## src/rtl/usb_rx_bit_decoder.sv

```systemverilog
// -----------------------------------------------------------------------------
// usb_rx_bit_decoder
//
// Receive front end for USB full speed. It synchronises D+/D-, recovers bit
// timing from line transitions, NRZI-decodes and unstuffs the bit stream, and
// reports end-of-packet and bit-stuffing errors. The downstream usb_rx block
// builds bytes and packets from the one-cycle strobes produced here.
//
// Parameters
//   CLKS_PER_BIT  clk cycles per USB bit time (8 = 96 MHz / 12 Mbps).
//                 Must be even and >= 4.
//
// Ports
//   clk           in   system clock
//   n_rst         in   asynchronous active-low reset
//   dp            in   USB D+ line (asynchronous to clk)
//   dm            in   USB D- line (asynchronous to clk)
//   rx_bit        out  decoded, unstuffed data bit; valid only with rx_bit_valid
//   rx_bit_valid  out  1-cycle strobe: rx_bit holds a new data bit
//   rx_eop        out  1-cycle strobe: end of packet (SE0, SE0, J) detected
//   rx_stuff_err  out  1-cycle strobe: seventh consecutive 1, or a broken EOP
//   rx_active     out  level: packet in progress (first K after idle until EOP)
//
// Configuration macro
//   USB_RX_INPUT_SYNC_EN  defined:   dp/dm each pass a 2-flop synchroniser,
//                                    adding 2 cycles of latency.
//                         undefined: dp/dm feed the line-state logic directly,
//                                    for benches that drive synchronous stimulus.
// -----------------------------------------------------------------------------
module usb_rx_bit_decoder #(
    parameter int CLKS_PER_BIT = 8
) (
    input  logic clk,
    input  logic n_rst,
    input  logic dp,
    input  logic dm,
    output logic rx_bit,
    output logic rx_bit_valid,
    output logic rx_eop,
    output logic rx_stuff_err,
    output logic rx_active
);

    // -------------------------------------------------------------------------
    // Constants
    // -------------------------------------------------------------------------
    localparam int CNT_W = (CLKS_PER_BIT > 1) ? $clog2(CLKS_PER_BIT) : 1;

    localparam logic [CNT_W-1:0] CNT_MAX   = CNT_W'(CLKS_PER_BIT - 1);
    localparam logic [CNT_W-1:0] SAMPLE_AT = CNT_W'(CLKS_PER_BIT / 2);

    // Line states, encoded as {dp, dm}. SE1 is folded into J by the decoder.
    localparam logic [1:0] LS_SE0 = 2'b00;
    localparam logic [1:0] LS_K   = 2'b01;
    localparam logic [1:0] LS_J   = 2'b10;

    // Receive FSM states.
    localparam logic [2:0] ST_IDLE  = 3'd0;
    localparam logic [2:0] ST_RECV  = 3'd1;
    localparam logic [2:0] ST_SE0_1 = 3'd2;
    localparam logic [2:0] ST_SE0_2 = 3'd3;
    localparam logic [2:0] ST_DROP  = 3'd4;

    // Six consecutive 1s force a stuffed 0 on the wire.
    localparam logic [2:0] ONES_MAX = 3'd6;

    // -------------------------------------------------------------------------
    // Input synchronisation
    // -------------------------------------------------------------------------
    logic dp_s;
    logic dm_s;

`ifdef USB_RX_INPUT_SYNC_EN
    logic [1:0] dp_sync_q;
    logic [1:0] dm_sync_q;

    // The synchronisers reset to an idle J so that releasing reset on an idle
    // bus does not look like a line transition.
    always_ff @(posedge clk or negedge n_rst) begin
        if (!n_rst) begin
            dp_sync_q <= 2'b11;
            dm_sync_q <= 2'b00;
        end else begin
            dp_sync_q <= {dp_sync_q[0], dp};
            dm_sync_q <= {dm_sync_q[0], dm};
        end
    end

    assign dp_s = dp_sync_q[1];
    assign dm_s = dm_sync_q[1];
`else
    assign dp_s = dp;
    assign dm_s = dm;
`endif

    // -------------------------------------------------------------------------
    // State registers
    // -------------------------------------------------------------------------
    logic [1:0]       line_q,       line_d;        // line state seen last cycle
    logic [CNT_W-1:0] cnt_q,        cnt_d;         // bit timer
    logic [2:0]       state_q,      state_d;
    logic [1:0]       prev_level_q, prev_level_d;  // NRZI reference level (J/K)
    logic [2:0]       ones_q,       ones_d;        // consecutive decoded 1s
    logic             rx_bit_q,     rx_bit_d;
    logic             bit_valid_q,  bit_valid_d;
    logic             eop_q,        eop_d;
    logic             stuff_err_q,  stuff_err_d;
    logic             active_q,     active_d;

    // -------------------------------------------------------------------------
    // Line-state decode and bit timing
    // -------------------------------------------------------------------------
    logic [1:0] line_now;
    logic       transition;
    logic       sample_stb;
    logic       decoded_bit;
    logic       sample_se0;

    always_comb begin
        unique case ({dp_s, dm_s})
            2'b00:   line_now = LS_SE0;
            2'b01:   line_now = LS_K;
            default: line_now = LS_J;   // 2'b10 is J; SE1 (2'b11) is treated as J
        endcase
    end

    assign transition = (line_now != line_q);

    // A transition realigns the timer, so it must never also sample: the
    // sample point is always half a bit time after the most recent edge.
    assign sample_stb  = !transition && (cnt_q == SAMPLE_AT);
    assign sample_se0  = (line_now == LS_SE0);

    // NRZI: no change of level is a 1, a change of level is a 0.
    assign decoded_bit = (line_now == prev_level_q);

    always_comb begin
        cnt_d = (cnt_q == CNT_MAX) ? '0 : cnt_q + 1'b1;
        if (transition) begin
            cnt_d = '0;
        end
    end

    assign line_d = line_now;

    // -------------------------------------------------------------------------
    // Receive FSM, NRZI decode and bit unstuffing
    // -------------------------------------------------------------------------
    // NOTE: every signal driven here gets a default before the case statement,
    // so no path can leave a value unassigned and infer a latch.
    always_comb begin
        state_d      = state_q;
        prev_level_d = prev_level_q;
        ones_d       = ones_q;
        rx_bit_d     = 1'b0;
        bit_valid_d  = 1'b0;
        eop_d        = 1'b0;
        stuff_err_d  = 1'b0;
        active_d     = active_q;

        unique case (state_q)
            ST_IDLE: begin
                // Start of packet is the first J->K edge on an idle bus. SE0
                // on an idle bus (bus reset) is deliberately ignored.
                if (transition && (line_q == LS_J) && (line_now == LS_K)) begin
                    active_d     = 1'b1;
                    prev_level_d = LS_J;
                    ones_d       = '0;
                    state_d      = ST_RECV;
                end
            end

            ST_RECV: begin
                if (sample_stb) begin
                    if (sample_se0) begin
                        state_d = ST_SE0_1;
                    end else begin
                        prev_level_d = line_now;
                        if (decoded_bit) begin
                            if (ones_q == ONES_MAX) begin
                                // A seventh 1 can only be a corrupted packet.
                                stuff_err_d = 1'b1;
                                state_d     = ST_DROP;
                            end else begin
                                rx_bit_d    = 1'b1;
                                bit_valid_d = 1'b1;
                                ones_d      = ones_q + 3'd1;
                            end
                        end else begin
                            // A 0 after six 1s is the transmitter's stuffed
                            // bit and carries no data.
                            if (ones_q != ONES_MAX) begin
                                rx_bit_d    = 1'b0;
                                bit_valid_d = 1'b1;
                            end
                            ones_d = '0;
                        end
                    end
                end
            end

            ST_SE0_1: begin
                if (sample_stb) begin
                    if (sample_se0) begin
                        state_d = ST_SE0_2;
                    end else begin
                        // A single SE0 bit is not a legal EOP.
                        stuff_err_d = 1'b1;
                        state_d     = ST_DROP;
                    end
                end
            end

            ST_SE0_2: begin
                if (sample_stb) begin
                    if (line_now == LS_J) begin
                        eop_d    = 1'b1;
                        active_d = 1'b0;
                        state_d  = ST_IDLE;
                    end else if (line_now == LS_K) begin
                        stuff_err_d = 1'b1;
                        state_d     = ST_DROP;
                    end
                    // A longer SE0 stays here until the closing J arrives.
                end
            end

            ST_DROP: begin
                // Bits are discarded until the packet closes with an EOP;
                // rx_active stays high so usb_rx sees one bounded packet.
                if (sample_stb && sample_se0) begin
                    state_d = ST_SE0_1;
                end
            end

            default: begin
                state_d  = ST_IDLE;
                active_d = 1'b0;
            end
        endcase
    end

    // -------------------------------------------------------------------------
    // Registers
    // -------------------------------------------------------------------------
    // NOTE: state is updated with non-blocking assignments so that every
    // register samples the pre-edge values, independent of statement order.
    always_ff @(posedge clk or negedge n_rst) begin
        if (!n_rst) begin
            line_q       <= LS_J;
            cnt_q        <= '0;
            state_q      <= ST_IDLE;
            prev_level_q <= LS_J;
            ones_q       <= '0;
            rx_bit_q     <= 1'b0;
            bit_valid_q  <= 1'b0;
            eop_q        <= 1'b0;
            stuff_err_q  <= 1'b0;
            active_q     <= 1'b0;
        end else begin
            line_q       <= line_d;
            cnt_q        <= cnt_d;
            state_q      <= state_d;
            prev_level_q <= prev_level_d;
            ones_q       <= ones_d;
            rx_bit_q     <= rx_bit_d;
            bit_valid_q  <= bit_valid_d;
            eop_q        <= eop_d;
            stuff_err_q  <= stuff_err_d;
            active_q     <= active_d;
        end
    end

    // -------------------------------------------------------------------------
    // Outputs
    // -------------------------------------------------------------------------
    assign rx_bit       = rx_bit_q;
    assign rx_bit_valid = bit_valid_q;
    assign rx_eop       = eop_q;
    assign rx_stuff_err = stuff_err_q;
    assign rx_active    = active_q;

endmodule

```

## config.mk

```make
export PLATFORM = sky130hd
export DESIGN_NAME = usb_rx_bit_decoder
export DESIGN_NICKNAME = d
export VERILOG_FILES = /design/src/rtl/usb_rx_bit_decoder.sv
export SDC_FILE = /design/constraint.sdc
export NUM_CORES = 1
export LEC_CHECK = 0
export BUFFER_PORTS_ARGS = -buffer_cell sky130_fd_sc_hd__buf_4
export CAP_MARGIN = 15
export CORE_MARGIN = 2
export CORE_UTILIZATION = 60
export CTS_CLUSTER_DIAMETER = 200
export DETAILED_ROUTE_END_ITERATION = 8
export PLACE_DENSITY = 0.89
export SLEW_MARGIN = 20
export SYNTH_ARGS = -nofsm -noshare
export SYNTH_HDL_FRONTEND = slang
export SYNTH_SLANG_ARGS = --single-unit
```

## constraint.sdc

```tcl
create_clock -name clk -period 4.74 [get_ports clk]
set_input_delay 0.237 -clock clk [delete_from_list [all_inputs] [get_ports clk]]
set_output_delay 0.237 -clock clk [all_outputs]
set_load 0.01 [all_outputs]
```

==> implementation parameters <==
Parameter                              Value

Layout
  Share of layout cells above drive strength 1 ... 0.161
  Finished Cell Area ... 1150 µm²
  Count of non-filler cells in the finished layout ... 135
  Final layout net count ... 128
  Synth-to-Final Area Change ... 10.3%
  Antenna fix cells ... 0

Pwr
  Power per standard cell area ... 290 nW/µm²
  Peak supply drop ... 235 µV
  Leakage dissipation ... 0.510 nW

Yosys
  Post-Synthesis Net Count ... 119
  Most used DFF post-synth ... sky130_fd_sc_hd__dfrtp_1
  Flop and latch count out of synthesis ... 18
  Netlist Area Pre-Place ... 1040 µm²
  Post-synthesis sequential area ratio ... 0.434
  Avg Cell Area, Syn ... 9.50 µm²
  Cell accounting for the most synthesized area ... sky130_fd_sc_hd__dfrtp_1
  Yosys warnings ... 0
  Area contributors post-synth ... sky130_fd_sc_hd__dfrtp_1 (38%), sky130_fd_sc_hd__ha_1 (6.0%), sky130_fd_sc_hd__dfstp_2 (5.0%), sky130_fd_sc_hd__nor2_1 (3.6%), sky130_fd_sc_hd__nand2b_1 (3.0%)
  Number of enable-type register cells in the synthesized netlist ... 0
  Unique cell type count in the Yosys netlist ... 39
  Most repeated cell in the gate-level netlist after synthesis ... sky130_fd_sc_hd__dfrtp_1
  Synth async-reset ratio ... 1.00
  Synth top area share ... 0.383
  Commonest cells post-synth ... sky130_fd_sc_hd__dfrtp_1 (16), sky130_fd_sc_hd__nor2_1 (10), sky130_fd_sc_hd__nand2_1 (7)
  Number of cells produced by synthesis ... 110

STA
  Time the worst path needs with I/O delays and setup ... 2.00 ns
  Final setup violation count ... 0
  Slew Limit Headroom ... 0.715
  Total negative slack for setup checks ... 0 ns
  Transition time of the tightest slew-check pin ... 0.425 ns
  Maximum frequency from static timing analysis ... 500 MHz
  Final count of hold timing violations ... 0
  Period utilisation layout ... 0.422
  Final setup skew ... 0.00451 ns
  Final Worst Setup Slack ... 2.74 ns
  Unrepaired setup endpoints after global routing ... false
  Count of final max-slew check failures ... 0

Drt
  Number of vias in the routed layout ... 887
  DR pass1 iterations ... 4
  Number of nets still failing antenna checks after routing ... 0
  Wire length after detailed routing ... 2020 µm
  Vias per Instance ... 6.57
  Remaining design rule violation count ... 0
  Detailed Route Iter0 Violations ... 30
  Average routed wire per standard cell ... 15.0 µm

Clock network
  Number of CTS-inserted buffers ... 3
  Post-CTS repair timing setup buffer count ... 0
  Number of H-tree levels ... 1
  Clk Latency, worst-skew pair ... 0.30 ns
  Hold Buf Count CTS ... 1
  Register clock-pin slew on the reported worst setup and hold paths ... 0.10 ns
  Cells resized by post-CTS repair ... 0
  Clock tree from TritonCTS ... yes
  Longest Clk Path Bufs ... 2
  Clock root buffer ... sky130_fd_sc_hd__clkbuf_4
  Clock sinks ... 18

Setup path
  WP data arrival ... 2.19 ns
  Setup crit end kind ... flip-flop
  Worst-path fanout max ... 4
  Reg2Reg Depth ... 7
  Setup crit start kind ... flip-flop
  Worst Setup Path Type ... reg2reg
  Required time of the critical path ... 4.93 ns

Die
  Starting density of the core ... 0.619
  Cell Rows ... 15
  Die Height ... 45.7 µm
  Top Ports ... 9
  Core ar. ... 1690 µm²
  Die width ... 45.7 µm
  Die area ... 2090 µm²

Placed design
  Port bufs ... 8
  Total half-perimeter wirelength after legalization and detailed placement ... 1470 µm
  Dpl ws ... 2.76 ns
  Placed instance count ... 130
  Routability cong. ... 0.890
  Placed inst area ... 1110 µm²

Flow run
  Max-cap viol count ... 0

Global routing
  Number of antenna violations at the first check in global routing ... 0
  Wire length of the first global-routing pass ... 3300 µm
  GR Overflow Total ... 0
  Largest net degree at the start of global routing ... 19
  Via count of the first global-routing pass ... 755
  Overall Global Routing Usage ... 0.220

Min path
  Count of cells along the worst hold path ... 1
  Hold Crit Class ... in2reg

Outcome
  Result of the run ... finished, final reports clean
-- area by class of cell --
cell class,count,area [µm²]
Inverter,6,22.5
Fill cell,138,537
Multi-Input combinational cell,81,549
Clock buffer,4,36.3
Sequential cell,18,453
Timing Repair Buffer,9,70.1
Tap cell,17,21.3
-- routing by layer --
layer,global-route usage,vias up,share of wire
li1,-,415,-
met1,0.289,426,0.45
met2,0.349,40,0.49
met3,0.0357,6,0.052
met4,0.109,0,0.017
met5,0,-,0
-- power breakdown --
group / switching, mW / leakage (nW) / internal (mW) / total, mW
Sequential: 0.0173 / 0.229 / 0.164 / 0.181
Clock: 0.0474 / 0.0210 / 0.0469 / 0.0943
Combinational: 0.0305 / 0.260 / 0.0282 / 0.0586
Total: 0.0952 / 0.510 / 0.239 / 0.334
-- per-stage QoR --
step,util,power [mW],hold slack [ns]
final,0.682,0.334,0.118
after global placement,0.655,0.238,0.112
after detailed placement,0.655,0.241,0.116
after floorplan,-,0.220,-0.0586
after global routing,0.682,0.354,0.100
after CTS,0.682,0.337,0.111
-- critical path: stages, from the launching register on --
cell                       delay (ns)
sky130_fd_sc_hd__dfrtp_1         0.39
sky130_fd_sc_hd__inv_1           0.05
sky130_fd_sc_hd__ha_1            0.21
sky130_fd_sc_hd__and2_1          0.18
sky130_fd_sc_hd__a22o_1          0.27
sky130_fd_sc_hd__a41oi_1         0.23
sky130_fd_sc_hd__nand2b_1        0.22
sky130_fd_sc_hd__mux2_2          0.35
-- registers in the layout, summed over array words and instances (netlist names), 2 cells and up --
| signal | cells |
|---|---|
| cnt_q | 3 |
| ones_q | 3 |
| state_q | 3 |
| line_q | 2 |
| prev_level_q | 2 |
-- worst paths after layout --
check	start	endpoint	slack, ns
worst max-delay path	cnt_q[0]	ones_q[1]	2.74
worst min-delay path	dp	line_q[1]	0.12
worst max register to register	cnt_q[0]	ones_q[1]	2.74
worst min register to register	cnt_q[0]	cnt_q[0]	0.48
max in group asynchronous	n_rst	line_q[1]	4.15
min in group asynchronous	n_rst	state_q[1]	0.33
-- cell usage in the layout, fill, tap and decap left out, types with 2 or more instances in the layout --
| cell type | instances |
|---|---|
| sky130_fd_sc_hd__a21o_1 | 2 |
| sky130_fd_sc_hd__o211ai_1 | 2 |
| sky130_fd_sc_hd__ha_1 | 5 |
| sky130_fd_sc_hd__nor2b_1 | 4 |
| sky130_fd_sc_hd__nor2_1 | 10 |
| sky130_fd_sc_hd__o21ai_0 | 6 |
| sky130_fd_sc_hd__dfrtp_1 | 16 |
| sky130_fd_sc_hd__inv_1 | 6 |
| sky130_fd_sc_hd__nand2_1 | 7 |
| sky130_fd_sc_hd__a21oi_1 | 6 |
| sky130_fd_sc_hd__mux2_2 | 2 |
| sky130_fd_sc_hd__a41oi_1 | 2 |
| sky130_fd_sc_hd__nand2b_1 | 5 |
| sky130_fd_sc_hd__clkbuf_4 | 3 |
| sky130_fd_sc_hd__nor3_1 | 6 |
| sky130_fd_sc_hd__buf_4 | 8 |
| sky130_fd_sc_hd__dfstp_2 | 2 |
| sky130_fd_sc_hd__nand3_1 | 3 |
-- kinds of logic after synthesis --
logic type / after synthesis / share of synthesized area
simple gates: 45 / 0.240
compound gates: 28 / 0.196
flops: 18 / 0.434
buf+inv: 11 / 0.0407
fa+ha+maj: 5 / 0.0599
mux: 2 / 0.0216
xor+xnor: 1 / 0.00838
No activity file was read; power rests on OpenSTA's default activity.
